## src/rtl/rx_port_pkg.sv

```systemverilog
// Shared types and constants for the rx_port scatter-gather element reader.
package rx_port_pkg;

  localparam int WORDS_PER_ELEM = 4;
  localparam int WORD_W         = 32;

  typedef struct packed {
    logic [63:0] addr;
    logic [31:0] len;
  } sg_elem_t;

  // Word 3 of an element is reserved, so only the first three words matter.
  function automatic sg_elem_t packElem(input logic [WORD_W-1:0] addrLo,
                                        input logic [WORD_W-1:0] addrHi,
                                        input logic [WORD_W-1:0] len);
    sg_elem_t e;
    e.addr = {addrHi, addrLo};
    e.len  = len;
    return e;
  endfunction

endpackage

```

## src/rtl/sg_elem_fifo.sv

```systemverilog
// Show-ahead FIFO of SG elements; the head is presented combinationally and
// reads as zero while the queue is empty. A push on a full queue is accepted
// only when a pop happens in the same cycle.
module sg_elem_fifo
  import rx_port_pkg::*;
#(
  parameter int DEPTH = 16
) (
  input  logic     CLK,
  input  logic     rRst,
  input  logic     i_flush,
  input  logic     i_push,
  input  sg_elem_t i_pushData,
  input  logic     i_pop,
  output sg_elem_t o_head,
  output logic     o_full,
  output logic     o_empty
);

  localparam int AW = $clog2(DEPTH);
  localparam int CW = $clog2(DEPTH + 1);

  sg_elem_t       r_mem [DEPTH];
  logic [AW-1:0]  r_wrPtr;
  logic [AW-1:0]  r_rdPtr;
  logic [CW-1:0]  r_count;
  logic           w_doPush;
  logic           w_doPop;

  assign o_full   = (r_count == CW'(DEPTH));
  assign o_empty  = (r_count == '0);
  assign w_doPop  = i_pop && !o_empty && !i_flush;
  assign w_doPush = i_push && (!o_full || w_doPop) && !i_flush;
  assign o_head   = o_empty ? '0 : r_mem[r_rdPtr];

  always_ff @(posedge CLK or posedge rRst) begin
    if (rRst) begin
      r_wrPtr <= '0;
      r_rdPtr <= '0;
      r_count <= '0;
    end else if (i_flush) begin
      r_wrPtr <= '0;
      r_rdPtr <= '0;
      r_count <= '0;
    end else begin
      if (w_doPush) r_wrPtr <= r_wrPtr + AW'(1);
      if (w_doPop)  r_rdPtr <= r_rdPtr + AW'(1);
      case ({w_doPush, w_doPop})
        2'b10:   r_count <= r_count + CW'(1);
        2'b01:   r_count <= r_count - CW'(1);
        default: r_count <= r_count;
      endcase
    end
  end

  // Storage carries no reset; o_head masks it while the queue is empty.
  always_ff @(posedge CLK) begin
    if (w_doPush) r_mem[r_wrPtr] <= i_pushData;
  end

endmodule

```

## src/rtl/rx_port.sv

```systemverilog
// Receive-side SG element reader: packs a 32-bit word stream into 4-word
// elements and queues them. Optional RX_PORT_ELEM_COUNT_EN adds SG_ELEM_COUNT.
module rx_port
  import rx_port_pkg::*;
#(
  parameter int C_DATA_WIDTH      = 128,
  parameter int C_SG_FIFO_DEPTH   = 16,
  parameter int C_DATA_WORD_WIDTH = $clog2(C_DATA_WIDTH/32 + 1)
) (
  input  logic                         CLK,
  input  logic                         rRst,
  input  logic                         SG_RST,
  input  logic [C_DATA_WIDTH-1:0]      SG_RX_DATA,
  input  logic [C_DATA_WORD_WIDTH-1:0] SG_RX_DATA_EN,
  input  logic                         SG_RX_DONE,
  input  logic                         SG_RX_ERR,
  output logic [63:0]                  SG_ELEM_ADDR,
  output logic [31:0]                  SG_ELEM_LEN,
  output logic                         SG_ELEM_RDY,
  input  logic                         SG_ELEM_REN,
  output logic                         SG_LIST_ERR,
`ifdef RX_PORT_ELEM_COUNT_EN
  output logic [15:0]                  SG_ELEM_COUNT,
`endif
  output logic                         SG_OVERFLOW
);

  localparam int MAXW = C_DATA_WIDTH / WORD_W;

  logic [WORD_W-1:0] w_lane [MAXW];
  logic [WORD_W-1:0] r_stage [3];
  logic [1:0]        r_stageCnt;
  logic [WORD_W-1:0] w_lo [3];
  logic [WORD_W-1:0] w_hi [3];
  logic [2:0]        w_en;
  logic [2:0]        w_pos;
  logic [2:0]        w_total;
  logic [1:0]        w_nextCnt;
  logic              w_complete;
  logic              w_push;
  logic              w_full;
  logic              w_empty;
  logic              r_listErr;
  logic              r_overflow;
  sg_elem_t          w_elem;
  sg_elem_t          w_head;

  for (genvar k = 0; k < MAXW; k++) begin : g_lane
    assign w_lane[k] = SG_RX_DATA[k*WORD_W +: WORD_W];
  end

  always_comb begin
    w_en = 3'(SG_RX_DATA_EN);
    if (SG_RX_DATA_EN > C_DATA_WORD_WIDTH'(MAXW)) w_en = 3'(MAXW);
  end

  // Concatenate staged words and incoming lanes into positions 0..6; position 3
  // is the reserved word and is dropped, 0..2 feed the element or the staging,
  // 4..6 are the carry-over when an element completes.
  always_comb begin
    w_pos = '0;
    for (int j = 0; j < 3; j++) begin
      w_lo[j] = (2'(j) < r_stageCnt) ? r_stage[j] : '0;
      w_hi[j] = '0;
    end
    for (int k = 0; k < MAXW; k++) begin
      if (3'(k) < w_en) begin
        w_pos = {1'b0, r_stageCnt} + 3'(k);
        if (w_pos < 3'd3) w_lo[w_pos[1:0]] = w_lane[k];
        else if (w_pos > 3'd3) w_hi[2'(w_pos - 3'd4)] = w_lane[k];
      end
    end
    w_total    = {1'b0, r_stageCnt} + w_en;
    w_complete = (w_total >= 3'(WORDS_PER_ELEM));
    w_nextCnt  = w_complete ? 2'(w_total - 3'(WORDS_PER_ELEM)) : 2'(w_total);
    w_elem     = packElem(w_lo[0], w_lo[1], w_lo[2]);
  end

  assign w_push = w_complete && !SG_RX_ERR && !SG_RST;

  always_ff @(posedge CLK or posedge rRst) begin
    if (rRst) begin
      r_stageCnt <= '0;
      r_listErr  <= 1'b0;
      r_overflow <= 1'b0;
      for (int j = 0; j < 3; j++) r_stage[j] <= '0;
    end else if (SG_RST) begin
      r_stageCnt <= '0;
      r_listErr  <= 1'b0;
      r_overflow <= 1'b0;
    end else if (SG_RX_ERR) begin
      r_stageCnt <= '0;
      r_listErr  <= 1'b1;
    end else begin
      for (int j = 0; j < 3; j++) r_stage[j] <= w_complete ? w_hi[j] : w_lo[j];
      if (SG_RX_DONE) begin
        r_stageCnt <= '0;
        if (w_nextCnt != 2'd0) r_listErr <= 1'b1;
      end else begin
        r_stageCnt <= w_nextCnt;
      end
      // A full queue is never empty, so REN here is always an accepted pop.
      if (w_push && w_full && !SG_ELEM_REN) r_overflow <= 1'b1;
    end
  end

  sg_elem_fifo #(
    .DEPTH(C_SG_FIFO_DEPTH)
  ) u_fifo (
    .CLK        (CLK),
    .rRst       (rRst),
    .i_flush    (SG_RST),
    .i_push     (w_push),
    .i_pushData (w_elem),
    .i_pop      (SG_ELEM_REN),
    .o_head     (w_head),
    .o_full     (w_full),
    .o_empty    (w_empty)
  );

  assign SG_ELEM_ADDR = w_head.addr;
  assign SG_ELEM_LEN  = w_head.len;
  assign SG_ELEM_RDY  = !w_empty;
  assign SG_LIST_ERR  = r_listErr;
  assign SG_OVERFLOW  = r_overflow;

`ifdef RX_PORT_ELEM_COUNT_EN
  logic [15:0] r_elemCount;

  always_ff @(posedge CLK or posedge rRst) begin
    if (rRst)                            r_elemCount <= '0;
    else if (SG_RST)                     r_elemCount <= '0;
    else if (SG_ELEM_REN && !w_empty)    r_elemCount <= r_elemCount + 16'd1;
  end

  assign SG_ELEM_COUNT = r_elemCount;
`endif

endmodule

```

## config.mk

```make
export PLATFORM = sky130hd
export DESIGN_NAME = rx_port
export DESIGN_NICKNAME = d
export VERILOG_FILES = /design/src/rtl/rx_port_pkg.sv /design/src/rtl/sg_elem_fifo.sv /design/src/rtl/rx_port.sv
export SDC_FILE = /design/constraint.sdc
export NUM_CORES = 2
export LEC_CHECK = 0
export CORE_UTILIZATION = 25
export DETAILED_ROUTE_END_ITERATION = 8
export DONT_BUFFER_PORTS = 1
export GPL_TIMING_DRIVEN = 0
export PLACE_DENSITY = 0.41
export SYNTH_ARGS = -nofsm -noshare
export SYNTH_HDL_FRONTEND = slang
export SYNTH_SLANG_ARGS = --single-unit
```

## constraint.sdc

```tcl
create_clock -name CLK -period 11 [get_ports CLK]
set_clock_uncertainty 0.1 [all_clocks]
set_input_delay 2.2 -clock CLK [delete_from_list [all_inputs] [get_ports CLK]]
set_output_delay 2.2 -clock CLK [all_outputs]
set_load 0.01 [all_outputs]
```

After elaboration in Yosys (flattened, before gate mapping)
Memory sizes are Yosys's and may differ from the RTL's.
Cells that the tools add are included.
{ "op_classes": {"muxes": 70, "magnitude_cmp": 33, "n_eq_ne": 4, "n_bitwise": 11, "addsub": 13, "n_reduce_logical": 33} }
{ "op_table": {"columns": ["cell", "n"], "rows": [
  ["96-bit 2-to-1 mux", 21],
  ["96-bit bitwise mux", 7],
  ["32-bit demux with 2-bit select", 8],
  ["32-bit 2-to-1 mux", 14],
  ["96-bit bitwise AND", 1],
  ["3-bit >= comparator, second input constant", 9],
  ["3-bit by 1-bit less-than comparator with 1-bit output, second input constant", 8],
  ["2-bit NOT with 3-bit output", 8],
  ["1-bit logical AND", 16],
  ["4-bit 2-to-1 mux", 4],
  ["5-bit one-hot mux with 2 select lines", 1],
  ["2-bit by 1-bit subtractor with 2-bit output, second input constant", 5],
  ["3-bit by 2-bit > comparator with 1-bit output, second input constant", 3],
  ["3-bit by 2-bit less-than comparator with 1-bit output, second input constant", 3],
  ["1-bit 2-to-1 mux", 9],
  ["3-bit nonzero test", 3],
  ["4-bit by 1-bit adder with 4-bit output, second input constant", 2],
  ["2-bit 2-to-1 mux", 4],
  ["2-bit nonzero test", 4],
  ["2-bit by 2-bit adder with 3-bit output, second input constant", 2],
  ["1-bit by 3-bit less-than comparator with 1-bit output, first input constant", 2],
  ["2-bit by 3-bit less-than comparator with 1-bit output, first input constant", 2],
  ["2-bit AND reduction", 3],
  ["5-bit by 1-bit adder with 5-bit output, second input constant", 1],
  ["other kinds (18)", 24]
]} }
{ "totals": {"ram_bits": 1536, "out_inout_bits": 99, "wordCells": 174, "memories": 1, "register_bits": 113} }
{ "mem_list": {"columns": ["memory", "depth", "width", "rd", "rd_ports_with_merged_regs", "wr", "line_no", "source"], "rows": [
  ["u_fifo.r_mem", 16, 96, 1, 0, 1, "sg_elem_fifo.sv:23", "sg_elem_t r_mem [DEPTH];"]
]} }

Longest topological paths before layout
{ "logic_depth": {"word_depth": 23, "ltp_mapped": 15, "ltp_nobuf": 14} }

By module
A second synthesis with hierarchy kept.
{ "unflattened": {"cells_unflattened": 3362, "area_unflattened_um2": 67043.0} }
{ "by_module_without_submodules": {"columns": ["mod", "cells_each", "n_inst", "area_each_um2", "seq_area_each_um2"], "rows": [
  ["sg_elem_fifo", 2353, 1, 59074.2, 46449.5],
  ["rx_port", 1009, 1, 7968.9, 2502.4]
]} }

Worst setup path after synthesis
Ideal clock, no wire load.
{ "synth_timing": {"path_kind": "in2reg", "from": "in SG_RX_DATA_EN[2]", "to": "mem u_fifo.r_mem[4][0] (netlist name) (enable)", "arrival_time_ps": 10457, "path_stages": 11, "required_time_ps": 10232, "setup_slack_ps": -226, "cell_sequence": "buf_2 nor2b_1 ha_1 inv_1 fa_1 xor2_4 nor2_1 o21a_1 buf_2 nand2_1 nor3_1"} }
{ "synth_via": {"elab_chain_len": 10} }
{ "synth_rtl": {"columns": ["element", "line_no", "source"], "rows": [
  ["start, declared", "rx_port.sv:14", "input logic [C_DATA_WORD_WIDTH-1:0] SG_RX_DATA_EN,"],
  ["3-bit > comparator", "rx_port.sv:54", "if (SG_RX_DATA_EN > C_DATA_WORD_WIDTH'(MAXW)) w_en = 3'(MAXW);"],
  ["3-bit 2-to-1 mux *", "rx_port.sv:54", null],
  ["2-bit by 3-bit adder with 3-bit output *", "rx_port.sv:73", "w_total = {1'b0, r_stageCnt} + w_en;"],
  ["3-bit >= comparator *", "rx_port.sv:74", "w_complete = (w_total >= 3'(WORDS_PER_ELEM));"],
  ["1-bit logical AND * (2 in series)", "rx_port.sv:79", "assign w_push = w_complete && !SG_RX_ERR && !SG_RST;"],
  ["1-bit logical AND * (2 in series)", "sg_elem_fifo.sv:33", "assign w_doPush = i_push && (!o_full || w_doPop) && !i_flush;"],
  ["1-bit 2-to-1 mux *", "sg_elem_fifo.sv:58", "if (w_doPush) r_mem[r_wrPtr] <= i_pushData;"],
  ["1-bit 2-to-1 mux (implied by the code) *", "sg_elem_fifo.sv:58", null],
  ["end, declared", "sg_elem_fifo.sv:23", null]
]} }
Every way passes the cells marked *; elsewhere a longest branch is shown, timed or not.

Worst setup path after layout
{ "layout_timing": {"from": "reg u_fifo.r_rdPtr[2]", "to": "out SG_ELEM_ADDR[45]"} }
{ "layout_via": {"elab_chain_len": 2} }
{ "layout_rtl": {"columns": ["element", "line_no", "source"], "rows": [
  ["start, declared", "sg_elem_fifo.sv:25", "logic [AW-1:0] r_rdPtr;"],
  ["start signal, assigned", "sg_elem_fifo.sv:47", "if (w_doPop) r_rdPtr <= r_rdPtr + AW'(1);"],
  ["memory 16 x 96 bit", null, null],
  ["96-bit 2-to-1 mux", "sg_elem_fifo.sv:34", "assign o_head = o_empty ? '0 : r_mem[r_rdPtr];"],
  ["end, declared", "rx_port.sv:17", "output logic [63:0] SG_ELEM_ADDR,"]
]} }
Every way passes these cells.

==> flow_summary.json <==
{
  "status": "completed",
  "layout.cells.most_common_list": "edfxtp_1, mux4_2, clkbuf_1, clkbuf_16, nor2_1",
  "place_area_um2": 73580,
  "grt_max_degree": 64,
  "drt_first_pass_iters": 9,
  "ir_worst_vdd_uv": 159.6,
  "htree_levels": 4,
  "p_per_area_nw_per_um2": 196.1,
  "die_w_um": 517.9,
  "antenna_found_initial": 46,
  "syn_area_per_cell_um2": 20.33,
  "die_y_um": 517.9,
  "wl_per_cell_um": 31.64,
  "rsz0062_at_grt": "no",
  "drtIter0Drc": 3581,
  "max_freq_ghz": 0.1503,
  "clock_latency_ns": 0.84,
  "cts_max_path_buffers": 3,
  "cts.clk_slew.worst_paths_ns": 0.06,
  "design_area_um2": 79670,
  "gp_congestion": 0.8784,
  "holdWs_ns": 0.3752,
  "hold_viol": 0,
  "ys_seq_area_share_pct": 73.57,
  "cts_setup_buffers": 0,
  "synthToLayoutAreaGrowth_pct": 19.74,
  "arrival_ns": 4.35,
  "path_class": "flip-flop to output pin",
  "cts_tree": "done",
  "ios": 236,
  "slew_viol_final": 0,
  "leakage_nw": 24.76,
  "drive_above_1_share_pct": 27.36,
  "cp-start-kind": "flip-flop",
  "port_buffers": 0,
  "cap_viol_max_count": 0,
  "cts_hold_buffers": 0,
  "viasPerCell": 4.768,
  "critPathTopFamily": "buffers and inverters",
  "core.rowCount": 189,
  "cp.required_ns": 8.70,
  "endpoint_kind": "output pin",
  "ff2ff_setup_slack_ns": 6.27,
  "grt_pass1_vias": 36010,
  "clock-sinks": 1649,
  "hpwl_mm": 166.4,
  "finalSetupViolCount": 0,
  "cts_buffers": 181,
  "syn_area_um2": 66530,
  "crit_chain": "buf_2 -> clkbuf_1 -> buf_8 -> clkbuf_1 -> mux4_2 -> mux4_2 -> and2_1",
  "dp_slack_ns": 4.165,
  "synth_edf_count": 1536,
  "synth_fp_nets": 3419,
  "wl_mm": 235.2,
  "root_buffer": "clkbuf_16",
  "post-route-min-period_ns": 6.655,
  "cts_resized": 0,
  "layout.nets": 3791,
  "synth_cell_types": 57,
  "timing.setup.tns_ns": 0,
  "vias": 35440,
  "die_area_um2": 268200,
  "yosysWarnings": 0,
  "path_max_fanout": 10,
  "ant_nets": 0,
  "period_share_pct": 60.50,
  "worst_pin_slew_ns": 1.380,
  "setup_slack_ns": 4.345,
  "grt_pass1_wl_mm": 317.8,
  "core_um2": 264900,
  "synth_cells": 3273,
  "crit_buf_inv": 4,
  "crit_slowest_cell": "clkbuf_1",
  "async_flop_share_pct": 6.853,
  "global_route.overflow_total": 0,
  "drc_errors": 0,
  "maxSlewHeadroom_pct": 8.027,
  "crit_path_max_incr_delay_ns": 0.83,
  "ys.flop_type": "edfxtp_1",
  "ys_ff_latch": 1649,
  "hp-class": "flip-flop to flip-flop",
  "grt_usage_pct": 17.28,
  "start_util_pct": 25.12,
  "layout_commonest_cell": "edfxtp_1"
}
==> sequential cells by signal, indices dropped and copies added (netlist names) <==
register        count
SG_LIST_ERR         1
SG_OVERFLOW         1
r_stage            96
r_stageCnt          2
u_fifo.r_count      5
u_fifo.r_mem     1536
u_fifo.r_rdPtr      4
u_fifo.r_wrPtr      4
==> path summary, 6_finish.rpt <==
path / startpoint / to / cells past startpoint
worst max-delay path: u_fifo.r_rdPtr[2]$_DFFE_PP0P_ / SG_ELEM_ADDR[45] / 7
worst min-delay path: r_stage[85]$_DFFE_PP0P_ / r_stage[85]$_DFFE_PP0P_ / 1
worst max register to register: r_stageCnt[1]$_DFF_PP0_ / u_fifo.r_mem[7][61]$_DFFE_PP_ / 14
worst min register to register: r_stage[85]$_DFFE_PP0P_ / r_stage[85]$_DFFE_PP0P_ / 1
max in group asynchronous: rRst / r_stage[75]$_DFFE_PP0P_ / 2
min in group asynchronous: rRst / u_fifo.r_rdPtr[2]$_DFFE_PP0P_ / 1
==> synth_stat cells, drive strengths merged (32+ instances only) <==
library cell,n,area [µm²]
nand3,39,195.2
clkbuf,152,570.6
a21o,32,240.2
dfrtp,113,2828
nand2,111,416.7
o21ai,45,232.7
nand2b,32,200.2
mux4,480,10810
buf,82,516.7
a32oi,32,280.3
nor2,138,525.5
and2,104,650.6
inv,44,165.2
edfxtp,1536,46120
a221oi,65,575.6
a22oi,35,262.8
==> final cells by class <==
cell class	instances	area (µm²)
Clock inverter	95	914.6
Timing Repair Buffer	189	2510
Sequential cell	1649	48950
Clock buffer	241	4917
Antenna cell	103	257.7
Buffer	234	1092
Inverter	44	170.2
Fill cell	25900	185200
Multi-Input combinational cell	1346	16440
Tap cell	3533	4420
==> report_power, final <==
part	internal [mW]	switching, mW	leakage [nW]
Clock	3.42	2.58	2.84
Sequential	7.00	0.0372	15.3
Combinational	1.08	1.51	6.59
==> worst register-to-register path, delay by kind of cell, from the launching register on <==
family                     cells  cell delay (ns)
AOI/OAI and AO/OA              1             0.16
and+or+nand+nor                3             1.21
xor gates and xnor gates       1             0.31
adders and majority gates      1             0.61
DFF                            1             0.45
buffers and inverters          8             1.55
==> kinds of logic after synthesis <==
| family | count (synthesis) | share of synthesized area [%] |
|---|---|---|
| mux | 487 | 16.36 |
| compound gates | 384 | 4.560 |
| fa+ha+maj | 9 | 0.1805 |
| simple gates | 456 | 3.287 |
| buf+inv | 278 | 1.882 |
| flops | 1649 | 73.57 |
| xor+xnor | 10 | 0.1599 |
==> layer usage <==
metal / global-route usage, % / part of all wire (%) / vias to the layer above
li1: - / - / 14600
met1: 20.40 / 39 / 19330
met2: 30.52 / 52 / 1153
met3: 2.765 / 4.5 / 359
met4: 8.265 / 4.3 / 2
met5: 0 / 0.0030 / -
==> stage by stage <==
stage,total power [mW],std cells,utilization (%)
floorplan,8.897,3273,-
global placement,9.823,6806,26.79
detailed placement,9.866,6995,27.78
CTS,15.89,7331,29.98
global route,16.20,7418,30.07
finish,15.63,7434,30.08
No activity file was read; power rests on OpenSTA's default activity.
